`src/rtl/hamming74_uart_tx.sv`:
```
// hamming74_uart_tx: FIFO-buffered Hamming(7,4) encoder driving a UART 8N1-style serial line (7 code bits).
// Optional HAMMING_TX_ERR_INJECT_EN adds inj_pos to flip one code bit at load time.
module hamming74_uart_tx #(
  parameter int CLKS_PER_BIT = 16,
  parameter int FIFO_DEPTH = 4
) (
  input  logic       clk,
  input  logic       rst_n,
  input  logic       ena,
  input  logic [3:0] data_in,
  input  logic       data_valid,
`ifdef HAMMING_TX_ERR_INJECT_EN
  input  logic [2:0] inj_pos,
`endif
  output logic       data_ready,
  output logic       tx,
  output logic [6:0] code_out,
  output logic       busy,
  output logic       frame_done
);
  localparam int AW = $clog2(FIFO_DEPTH);
  localparam int CW = $clog2(CLKS_PER_BIT);
  typedef enum logic [1:0] {IDLE, START, DATA, STOP} state_t;
  state_t state;
  logic [3:0] mem [FIFO_DEPTH];
  logic [AW-1:0] wr_ptr, rd_ptr;
  logic [AW:0] count;
  logic [CW-1:0] cnt;
  logic [2:0] idx;
  logic [6:0] sh, word, inj;
  logic push, start, bit_end, empty;
  function automatic logic [6:0] enc(input logic [3:0] d);
    return {d[3], d[2], d[1], d[1] ^ d[2] ^ d[3], d[0], d[0] ^ d[2] ^ d[3], d[0] ^ d[1] ^ d[3]};
  endfunction
  always_comb begin
    empty = count == '0;
    data_ready = count != (AW+1)'(FIFO_DEPTH);
    push = data_valid && data_ready;
    bit_end = cnt == CW'(CLKS_PER_BIT - 1);
    start = ena && !empty && (state == IDLE || (state == STOP && bit_end));
`ifdef HAMMING_TX_ERR_INJECT_EN
    inj = (inj_pos == 3'd0) ? 7'd0 : 7'd1 << (inj_pos - 3'd1);
`else
    inj = 7'd0;
`endif
    word = enc(mem[rd_ptr]) ^ inj;
    busy = state != IDLE || !empty;
  end
  always_ff @(posedge clk)
    if (push) mem[wr_ptr] <= data_in;
  always_ff @(posedge clk or negedge rst_n)
    if (!rst_n) begin
      wr_ptr <= '0;
      rd_ptr <= '0;
      count <= '0;
    end else begin
      if (push) wr_ptr <= wr_ptr + 1'b1;
      if (start) rd_ptr <= rd_ptr + 1'b1;
      count <= count + {{AW{1'b0}}, push} - {{AW{1'b0}}, start};
    end
  // Pop, encode and load happen on the same edge that drives the start bit.
  always_ff @(posedge clk or negedge rst_n)
    if (!rst_n) begin
      state <= IDLE;
      tx <= 1'b1;
      cnt <= '0;
      idx <= '0;
      sh <= '0;
      code_out <= '0;
      frame_done <= 1'b0;
    end else begin
      frame_done <= state == STOP && cnt == CW'(CLKS_PER_BIT - 2);
      if (start) begin
        state <= START;
        cnt <= '0;
        idx <= '0;
        tx <= 1'b0;
        sh <= word;
        code_out <= word;
      end else begin
        case (state)
          START: if (bit_end) begin
            state <= DATA;
            cnt <= '0;
            idx <= '0;
            tx <= sh[0];
            sh <= sh >> 1;
          end else cnt <= cnt + 1'b1;
          DATA: if (bit_end) begin
            cnt <= '0;
            if (idx == 3'd6) begin
              state <= STOP;
              tx <= 1'b1;
            end else begin
              idx <= idx + 3'd1;
              tx <= sh[0];
              sh <= sh >> 1;
            end
          end else cnt <= cnt + 1'b1;
          STOP: if (bit_end) begin
            state <= IDLE;
            cnt <= '0;
          end else cnt <= cnt + 1'b1;
          default: ;
        endcase
      end
    end
endmodule
```
`config.mk`:
```
export PLATFORM = sky130hd
export DESIGN_NAME = hamming74_uart_tx
export DESIGN_NICKNAME = d
export VERILOG_FILES = /design/src/rtl/hamming74_uart_tx.sv
export SDC_FILE = /design/constraint.sdc
export NUM_CORES = 1
export LEC_CHECK = 0
export ABC_CLOCK_PERIOD_IN_PS = 3700
export CAP_MARGIN = 10
export CORE_ASPECT_RATIO = 1.2
export CORE_UTILIZATION = 24
export DETAILED_ROUTE_END_ITERATION = 16
export GPL_TIMING_DRIVEN = 0
export PLACE_DENSITY = 0.51
export SETUP_SLACK_MARGIN = 0.4
export SYNTH_ARGS = -nofsm -noshare
export SYNTH_HDL_FRONTEND = slang
export SYNTH_SLANG_ARGS = --single-unit
export TNS_END_PERCENT = 5
```
`constraint.sdc`:
```
create_clock -name clk -period 3.7 [get_ports clk]
set_input_delay 0.555 -clock clk [delete_from_list [all_inputs] [get_ports clk]]
set_output_delay 0.555 -clock clk [all_outputs]
set_load 0.01 [all_outputs]
```
==> results.toml <==
[run_status]
status = "finished clean"

[power]
p_leak_nw = 1.12
power-per-cell-area_nw_per_um2 = 795
irDropWorstVdd_uv = 281

[placed_design]
place_inst = 316
gpl.final_weighted_congestion = 0.716
place_area_um2 = 2600
port_buffers = 18
dpl.hpwl_um = 2870

[global_routing]
antenna_found_initial = 0
grt_pass1_wl_um = 6960
grt_pass1_vias = 1386
grt.total_usage_pct = 9.01
grt_max_degree = 33
grt-ovfl-total = 0

[yosys]
yosysMostFrequentCell = "dfrtp_1"
synth-async-reset-ratio_pct = 66.7
syn_area_um2 = 2280
synth-seq-area-share_pct = 56.3
avgSynthCellArea_um2 = 12.8
synthCells = 178
synth_common_cells = "31 x dfrtp_1, 16 x edfxtp_1, 15 x ha_1, 15 x nand2_1, 12 x o21ai_0"
synth_top_area_cell = "dfrtp_1"
synth_edf_count = 16
synth_cell_types = 37
synth_top_area_share_pct = 34.1
synth_seq_cells = 48
synth_warnings = 0
synthFlopType = "dfrtp_1"
synth_fp_nets = 202
synth.area.top_cells = "dfrtp_1 34%, edfxtp_1 21%, ha_1 8.2%, mux2_2 4.9%, mux4_2 4.0%"

[floorplan]
initial_core_util_pct = 24.9
num_io_pins = 19
num_rows = 38
die_h_um = 109
fp.dieW_um = 90.9
core_area_um2 = 9130
dieArea_um2 = 9880

[cells_and_area]
final_util_pct = 29.8
nNetsFinal = 229
area.growth.synth_to_final_pct = 19.5
fin_cells = 326
fin_area_um2 = 2720
diodes = 0
drive_gt1_share_pct = 15.5

[clock_network]
cts_max_level = 2
clock_path_buffers = 2
clk_pin_slew_worst_paths_ns = 0.09
tritoncts = "done"
clk_latency_ns = 0.30
cts-hold-fix-buffers = 0
clkSinkCount = 48
cts-root-buf = "clkbuf_8"
cts_buffers = 5

[drt]
drtPass1Iterations = 4
wl_met3_um = 87
highest_layer = "met4"
route.detailed.drc = 0
avgViaCountPerCell = 4.22
met2WireLength_um = 2000
routed_wire_length_per_instance_um = 12.2
m1WireLength_um = 1830
drt_wl_total_um = 3970
drtAntennaViolNets = 0
dr.first_iter.drc_count = 67
dr_total_vias = 1377

[timing]
rsz0062_at_grt = "no"
hold_violations = 0
fmax_mhz = 331
final.min_clock_period_ns = 3.02
fin_tns_setup_ns = 0
tightest_slew_ns = 0.770
slew_viol_final = 0
setup_viol = 0
fin_worst_skew_ns = 0.00870
holdWs_ns = 0.309
fin_crit_sh_pct = 81.6
slew_headroom_pct = 48.4

[worst_setup_path]
regToRegSetupSlack_ns = 0.68
cpPeakStageDelay_ns = 0.42
critical_path_buf_inv_count = 4
worstSetupPathDepth = 12
r2r-start = "state[0]"
cpMostUsedCell = "ha_1"
end_kind = "flip-flop"
worstPathCellList = "inv_1, ha_1, clkbuf_1, a41oi_4, nor2_1, clkbuf_2, ha_1, inv_1, ha_1, fa_1, xnor2_1, xnor2_1"
critical_path_class = "reg2reg"
path_max_fanout = 10
critPathRequiredTime_ns = 3.92
arrival_ns = 3.23
rr_endpoint = "count[2]"
reg2regPathDepth = 12
cp-start-kind = "flip-flop"
critPathTopFamily = "adder cells"
cpMaxStageDelayCell = "dfrtp_1"

[run]
maxCapViolations = 0

[min_path]
hold_class = "in2async"
==> worst reg2reg max path, cell delays in order, from the launching register on <==
cell and delay, ns:
dfrtp_1 0.42, inv_1 0.09, ha_1 0.20, clkbuf_1 0.24, a41oi_4 0.32, nor2_1 0.15, clkbuf_2 0.28, ha_1 0.32
inv_1 0.03, ha_1 0.18, fa_1 0.38, xnor2_1 0.19, xnor2_1 0.13
==> routing by layer <==
layer  GRT usage (%)  vias to the layer above
met2            16.4                       17
met3            1.88                        6
met1            10.6                      672
met4            3.06                        0
li1                -                      682
met5               0                        -
==> where the power goes <==
part / internal (mW) / switching, mW / total (mW)
clock network: 0.131 / 0.169 / 0.300
logic: 0.496 / 0.480 / 0.975
registers: 0.756 / 0.132 / 0.888
==> through the flow <==
stage,worst slack (ns),total power [mW]
2_1_floorplan,0.956,1.57
3_3_place_gp,0.342,1.84
3_5_place_dp,0.302,1.86
4_1_cts,0.438,2.17
5_1_grt,0.425,2.35
6_report,0.682,2.16
==> timing repair <==
item | 4_1_cts | 5_1_grt
gates resized for setup | 1 | 3
setup buffers | 0 | 2
endpoints found under the setup margin | 1 | 2
==> cells in the final DEF (no fill, tap or decap), drive strengths merged <==
cell | Yosys | layout
inv | 10 | 10
nor2b | 1 | 1
clkinv | 0 | 1
a41oi | 1 | 1
fa | 1 | 1
o22ai | 2 | 2
a21o | 1 | 1
xnor2 | 10 | 10
clkbuf | 2 | 8
nand3 | 6 | 6
mux4 | 4 | 4
o21ai | 12 | 12
a211oi | 1 | 1
a2bb2oi | 1 | 1
and2 | 1 | 1
mux2i | 3 | 3
and4 | 1 | 1
dfrtp | 31 | 31
nand3b | 1 | 1
a21oi | 6 | 6
dfstp | 1 | 1
o31ai | 2 | 2
xor2 | 1 | 1
a311oi | 1 | 1
nand4 | 1 | 1
nor2 | 10 | 10
edfxtp | 16 | 16
and3 | 5 | 5
buf | 4 | 7
o22a | 1 | 1
clkdlybuf4s50 | 0 | 17
nand2 | 15 | 15
clkinvlp | 0 | 1
a311o | 1 | 1
mux2 | 10 | 10
ha | 15 | 15
==> sequential cells by signal (all words and copies together) (netlist names) <==
name	count
state	2
cnt	4
wr_ptr	2
count	3
frame_done	1
code_out	7
rd_ptr	2
idx	3
sh	7
mem	16
tx	1
==> how the worst max path moves through the flow <==
stage	startpoint	to	slack (ns)
final	state[0]	count[2]	0.68
after global routing	state[0]	count[2]	0.42
after CTS	state[0]	count[2]	0.44
after detailed placement	state[0]	count[2]	0.30
after global placement	state[0]	count[2]	0.34
after floorplan	state[0]	count[2]	0.96
==> kinds of logic (layout without fill, tap and decap cells) <==
kind of cell	after synthesis	after routing	share of synthesized area [%]
multiplexers	17	17	10.2
buffers and inverters	16	44	3.35
adder cells (fa/ha/maj)	16	16	9.13
AND/OR/NAND/NOR	41	41	8.36
AO/OA/AOI/OAI	29	29	8.03
XOR/XNOR	11	11	4.56
flip-flops	48	48	56.3
==> layout make-up <==
cell class                 instances  area (um2)
fill                             963        6410
sequential                        48        1280
multi-input combinational        114         936
timing repair buffer              20         190
tap                              120         150
clock buffer                       6        72.6
buffer                             6        40.0
inverter                          10        37.5
clock inverter                     2        11.3
Power figures use the tool's default switching activity.
